[src/rtl/vga_timing_gen_if.sv]
// Pixel-clock input and timing outputs of the VGA timing generator.
// The master modport is the generator; the slave modport is the renderer (or bench).
interface vga_timing_gen_if;
    logic       pix_in;
    logic       pix_tick;
    logic [9:0] pix_x;
    logic [9:0] pix_y;
    logic       hsync;
    logic       vsync;
    logic       video_on;
    logic       line_start;
    logic       frame_start;

    modport master (
        input  pix_in,
        output pix_tick, pix_x, pix_y, hsync, vsync, video_on, line_start, frame_start
    );

    modport slave (
        output pix_in,
        input  pix_tick, pix_x, pix_y, hsync, vsync, video_on, line_start, frame_start
    );
endinterface

[src/rtl/vga_timing_gen.sv]
// VGA timing generator: edge-detects the divided pixel clock into a tick and runs
// the raster counters, registering sync/blank/strobe outputs with zero skew to pix_x/pix_y.
module vga_timing_gen #(
    parameter int   H_ACTIVE = 640,
    parameter int   H_FP     = 16,
    parameter int   H_SYNC   = 96,
    parameter int   H_BP     = 48,
    parameter int   V_ACTIVE = 480,
    parameter int   V_FP     = 10,
    parameter int   V_SYNC   = 2,
    parameter int   V_BP     = 33,
    parameter logic SYNC_POL = 1'b0
) (
    input  logic              I_CLK,
    input  logic              rst,
    vga_timing_gen_if.master  vga
);

    localparam int H_TOTAL = H_ACTIVE + H_FP + H_SYNC + H_BP;
    localparam int V_TOTAL = V_ACTIVE + V_FP + V_SYNC + V_BP;

    localparam logic [9:0]  H_LAST   = 10'(H_TOTAL - 1);
    localparam logic [9:0]  V_LAST   = 10'(V_TOTAL - 1);
    // Decode bounds are 11 bit so a sync window ending exactly at 1024 cannot wrap.
    localparam logic [10:0] H_VIS    = 11'(H_ACTIVE);
    localparam logic [10:0] HS_START = 11'(H_ACTIVE + H_FP);
    localparam logic [10:0] HS_END   = 11'(H_ACTIVE + H_FP + H_SYNC);
    localparam logic [10:0] V_VIS    = 11'(V_ACTIVE);
    localparam logic [10:0] VS_START = 11'(V_ACTIVE + V_FP);
    localparam logic [10:0] VS_END   = 11'(V_ACTIVE + V_FP + V_SYNC);

    if (H_TOTAL > 1024 || V_TOTAL > 1024) begin : g_bad_totals
        $error("vga_timing_gen: H_TOTAL and V_TOTAL must not exceed 1024");
    end

    typedef enum logic {
        IDLE,
        RUN
    } state_t;

    state_t     state, state_nxt;
    logic       pix_d;
    logic       tick;
    logic [9:0] x, y;
    logic [9:0] x_nxt, y_nxt;
    logic       line_nxt, frame_nxt;
    logic       hs_nxt, vs_nxt, vid_nxt;
    logic       pix_tick_q, hsync_q, vsync_q, video_on_q, line_start_q, frame_start_q;

    assign tick = vga.pix_in & ~pix_d;

    // State register.
    // NOTE: sequential state is written only with non-blocking assignments.
    always_ff @(posedge I_CLK or posedge rst) begin
        if (rst) begin
            state <= IDLE;
        end else begin
            state <= state_nxt;
        end
    end

    always_comb begin
        state_nxt = state;
        if (state == IDLE && tick) begin
            state_nxt = RUN;
        end
    end

    // Next raster position and strobes; the first tick only arms the counters at (0,0).
    // NOTE: every output gets a default first so this block never infers a latch.
    always_comb begin
        x_nxt     = x;
        y_nxt     = y;
        line_nxt  = 1'b0;
        frame_nxt = 1'b0;
        if (tick) begin
            if (state == IDLE) begin
                x_nxt     = '0;
                y_nxt     = '0;
                line_nxt  = 1'b1;
                frame_nxt = 1'b1;
            end else if (x == H_LAST) begin
                x_nxt    = '0;
                line_nxt = 1'b1;
                if (y == V_LAST) begin
                    y_nxt     = '0;
                    frame_nxt = 1'b1;
                end else begin
                    y_nxt = y + 10'd1;
                end
            end else begin
                x_nxt = x + 10'd1;
            end
        end
    end

    // Level outputs decode the next position so they register on the counter edge.
    always_comb begin
        hs_nxt  = ({1'b0, x_nxt} >= HS_START) && ({1'b0, x_nxt} < HS_END);
        vs_nxt  = ({1'b0, y_nxt} >= VS_START) && ({1'b0, y_nxt} < VS_END);
        vid_nxt = (state_nxt == RUN) && ({1'b0, x_nxt} < H_VIS) && ({1'b0, y_nxt} < V_VIS);
    end

    // pix_d resets high so a pix_in already high at release is not seen as an edge.
    always_ff @(posedge I_CLK or posedge rst) begin
        if (rst) begin
            pix_d         <= 1'b1;
            x             <= '0;
            y             <= '0;
            pix_tick_q    <= 1'b0;
            hsync_q       <= ~SYNC_POL;
            vsync_q       <= ~SYNC_POL;
            video_on_q    <= 1'b0;
            line_start_q  <= 1'b0;
            frame_start_q <= 1'b0;
        end else begin
            pix_d         <= vga.pix_in;
            x             <= x_nxt;
            y             <= y_nxt;
            pix_tick_q    <= tick;
            hsync_q       <= hs_nxt ? SYNC_POL : ~SYNC_POL;
            vsync_q       <= vs_nxt ? SYNC_POL : ~SYNC_POL;
            video_on_q    <= vid_nxt;
            line_start_q  <= line_nxt;
            frame_start_q <= frame_nxt;
        end
    end

    assign vga.pix_tick    = pix_tick_q;
    assign vga.pix_x       = x;
    assign vga.pix_y       = y;
    assign vga.hsync       = hsync_q;
    assign vga.vsync       = vsync_q;
    assign vga.video_on    = video_on_q;
    assign vga.line_start  = line_start_q;
    assign vga.frame_start = frame_start_q;

endmodule
[src/flat_wrapper.sv]
// flat-port wrapper written by rule: the top's interface ports become plain ports
module vga_timing_gen_flat 
#(
    parameter int   H_ACTIVE = 640,
    parameter int   H_FP     = 16,
    parameter int   H_SYNC   = 96,
    parameter int   H_BP     = 48,
    parameter int   V_ACTIVE = 480,
    parameter int   V_FP     = 10,
    parameter int   V_SYNC   = 2,
    parameter int   V_BP     = 33,
    parameter logic SYNC_POL = 1'b0
)
  (I_CLK, rst, vga_pix_in, vga_pix_tick, vga_pix_x, vga_pix_y, vga_hsync, vga_vsync, vga_video_on, vga_line_start, vga_frame_start);
  vga_timing_gen_if vga_i ();
  input  logic I_CLK;
  input  logic rst;
  input wire logic [$bits(vga_i.pix_in)-1:0] vga_pix_in;
  output wire logic [$bits(vga_i.pix_tick)-1:0] vga_pix_tick;
  output wire logic [$bits(vga_i.pix_x)-1:0] vga_pix_x;
  output wire logic [$bits(vga_i.pix_y)-1:0] vga_pix_y;
  output wire logic [$bits(vga_i.hsync)-1:0] vga_hsync;
  output wire logic [$bits(vga_i.vsync)-1:0] vga_vsync;
  output wire logic [$bits(vga_i.video_on)-1:0] vga_video_on;
  output wire logic [$bits(vga_i.line_start)-1:0] vga_line_start;
  output wire logic [$bits(vga_i.frame_start)-1:0] vga_frame_start;
  assign vga_i.pix_in = vga_pix_in;
  assign vga_pix_tick = vga_i.pix_tick;
  assign vga_pix_x = vga_i.pix_x;
  assign vga_pix_y = vga_i.pix_y;
  assign vga_hsync = vga_i.hsync;
  assign vga_vsync = vga_i.vsync;
  assign vga_video_on = vga_i.video_on;
  assign vga_line_start = vga_i.line_start;
  assign vga_frame_start = vga_i.frame_start;
  vga_timing_gen #(.H_ACTIVE(H_ACTIVE), .H_FP(H_FP), .H_SYNC(H_SYNC), .H_BP(H_BP), .V_ACTIVE(V_ACTIVE), .V_FP(V_FP), .V_SYNC(V_SYNC), .V_BP(V_BP), .SYNC_POL(SYNC_POL)) u_core (.I_CLK(I_CLK), .rst(rst), .vga(vga_i));
endmodule
[config.mk]
export PLATFORM = sky130hd
export DESIGN_NAME = vga_timing_gen_flat
export DESIGN_NICKNAME = d
export VERILOG_FILES = /design/src/rtl/vga_timing_gen_if.sv /design/src/rtl/vga_timing_gen.sv /design/src/flat_wrapper.sv
export SDC_FILE = /design/constraint.sdc
export NUM_CORES = 1
export LEC_CHECK = 0
export ABC_AREA = 1
export BUFFER_PORTS_ARGS = -buffer_cell sky130_fd_sc_hd__buf_2
export CORE_UTILIZATION = 50
export DETAILED_ROUTE_END_ITERATION = 16
export PLACE_DENSITY = 0.73
export REMOVE_ABC_BUFFERS = 1
export SETUP_SLACK_MARGIN = 0.15
export SYNTH_ARGS = -nofsm -noshare
export SYNTH_HDL_FRONTEND = slang
export SYNTH_SLANG_ARGS = --single-unit
[constraint.sdc]
create_clock -name I_CLK -period 1.8 [get_ports I_CLK]
set_input_delay 0.18 -clock I_CLK [delete_from_list [all_inputs] [get_ports I_CLK]]
set_output_delay 0.18 -clock I_CLK [all_outputs]
set_load 0.05 [all_outputs]
==> reports/results.ini <==
[timing]
min_period_over_period_pct = 92.6
tightest_slew_ps = 364
fin_skew_ps = 12.0
min_period_ps = 1670
tns_ps = 0
rsz0062_at_grt = true
fmax_mhz = 600
drv_slew = 0
slew_headroom_pct = 75.7
finalSetupViolCount = 0
finalHoldViolCount = 0
setup_ws_ps = 133

[power_and_ir_drop]
combPwrFrac_pct = 39.7
internal_power_w = 0.000989
vdd_drop_max_v = 0.000427
seq_power_share_pct = 44.9
design_power_total_w = 0.00178
power_density_nw_per_um2 = 863
switching_share_pct = 44.6
power.leakage_nw = 1.09
clkPwrFrac_pct = 15.5
p_sw_w = 0.000795

[global_routing]
grt_pass1_vias = 1377
antenna_found_initial = 0
grt.total_usage_pct = 23.4
overflow = 0
grt_max_degree = 29
grt_pass1_wl_um = 6080

[clocking]
cts.reportedPaths.clkPinSlew_ps = 160
htree_levels = 1
clock_latency_ps = 340
clockRootBuffer = clkbuf_4
numCtsBuffers = 3
cts_buffer_depth = 2
tritoncts = yes
cts_sinks = 28

[cells_and_area]
area_growth_pct = 27.9
multi_input_area_um2 = 865
antenna-diode-count = 0
nets = 265
final_common_cell = nand2_1
drive_gt1_share_pct = 38.0
post-route-util_pct = 67.7
final_cell_mix = 50 x nand2_1, 28 x buf_2, 25 x inv_1, 25 x dfrtp_1, 22 x nor2_1
n_fill_cell = 273
ff_latch_area_um2 = 704

[synth]
synth_edf_count = 0
ys_warn_count = 0
syn-cell-area_um2 = 1620
syn_avg_cell_area_um2 = 7.59
ys_ff_latch = 28
synth_cells = 213
synth.distinct_cells = 28
yosysSeqAreaShare_pct = 43.6
synth_flop_cell = dfrtp_1
async_flop_share_pct = 100

[route]
routed-via-count = 1521
drtIter0Drc = 72
avgViaCountPerCell = 5.04
ant_nets = 0
drc_errors = 0
wire_per_inst_um = 12.6
dr.pass1.iters = 4
totalWireLength_um = 3810

[floorplan]
ios = 29
fp.dieW_um = 58.9
die_area_um2 = 3460
start_util_pct = 53.0
design.core.area_um2 = 3050
die_height_um = 58.9
row_count = 20

[worst_setup_path]
path_class = reg2reg
r2r_slack_ps = 130
required_ps = 2050
setup.worst_path.end = u_core.vga.video_on
cp-startpoint = u_core.vga.pix_y[0]
crit_path_end_kind = flop
rr_worst_depth = 10
cp_max_fo = 4
start_kind = flop
r2r_start = u_core.vga.pix_y[0]
cp.arrival_ps = 1920
rr_endpoint = u_core.vga.video_on

[placed_design]
post-place-ws_ps = 26.5
dp_hpwl_um = 2630
place_congestion = 0.872
io_buffers = 28

[status]
outcome = completed

[job]
maxCapViolations = 0

[min_path]
hold_path_class = in2async

worst min path at each step:
stage,startpoint,endpoint,slack (ps),cells after the start
after global placement,rst,u_core.vga.pix_x[7],260,3
after global routing,rst,u_core.vga.pix_x[7],450,4
after floorplan,vga_pix_in,u_core.pix_d,180,0
after detailed placement,rst,u_core.vga.pix_x[7],260,3
after CTS,rst,u_core.state,430,4
final,rst,u_core.state,430,4
Yosys cell counts (all sizes together) (2+ instances only):
cell,number,area share (%)
nand2,62,15
a21oi,3,0.93
dfrtp,25,39
buf,2,1.0
inv,35,8.3
o21ai,8,2.5
nand4,8,3.5
ha,3,2.3
nor2,35,10
dfstp,3,4.9
nor3,3,1.2
nand3,20,8.0
what timing repair did:
action / 4_1_cts / 5_1_grt
hold buffers: 2 / 0
endpoints found under the setup margin: 3 / 6
buffers inserted: 4 / 4
pin swaps: 5 / 12
endpoints found under the hold margin: 26 / 0
resized for setup: 9 / 25
area by class of cell:
type | count | share of cell area, %
well taps | 44 | 2.66
clock buffers | 4 | 1.27
inverters | 36 | 7.02
flip-flops and latches | 28 | 34.1
repair buffers | 43 | 13.2
multi-input cells | 147 | 41.8
layer usage:
metal / wire length (µm) / GRT usage (%) / vias to the layer above / share of wire, %
met5: 0 / 0 / - / 0
met4: 20 / 9.86 / 0 / 0.52
met3: 231 / 3.74 / 2 / 6.1
met2: 1790 / 35.4 / 51 / 47
met1: 1770 / 33.5 / 709 / 46
li1: - / - / 759 / -
registers in the layout (all words and copies together), names as in the netlist:
| name | count |
|---|---|
| u_core.vga.pix_x | 10 |
| u_core.vga.pix_y | 10 |
| u_core.pix_d | 1 |
| u_core.state | 1 |
| u_core.vga.frame_start | 1 |
| u_core.vga.hsync | 1 |
| u_core.vga.line_start | 1 |
| u_core.vga.pix_tick | 1 |
| u_core.vga.video_on | 1 |
| u_core.vga.vsync | 1 |
power by group through the flow:
stage,sequential (W),clock [W],combinational (W)
floorplan,0.00107,0,0.000226
global route,0.000807,0.000306,0.000766
finish,0.000801,0.000276,0.000708
CTS,0.000793,0.000289,0.000675
detailed placement,0.000801,0,0.000647
global placement,0.000800,0,0.000645
cells by family (layout without fill, tap and decap cells):
kind of cell	Yosys count	in the layout	share of synthesized area, %
AOI/OAI and AO/OA	13	13	4.41
DFF	28	28	43.6
and+or+nand+nor	130	130	39.3
xor gates and xnor gates	1	1	0.542
buffers and inverters	38	83	9.83
adders and majority gates	3	3	2.32
critical path, cell delays in order, from the launching register on:
cell and delay (ps):
dfrtp_1 450, ha_2 250, nand3_4 120, nor3_4 220, nand3_2 100, nand2_2 70
nand2_2 60, nor2_4 100, nand2_2 70, nor2_4 110, nor2_1 50
stage by stage:
step	std cells	hold slack [ps]	area, µm²
floorplan	211	184	1600
global placement	288	258	1830
detailed placement	288	265	1830
CTS	298	425	1950
global route	302	455	2070
finish	302	426	2070
Note: power is estimated with default switching activity, not from simulation.
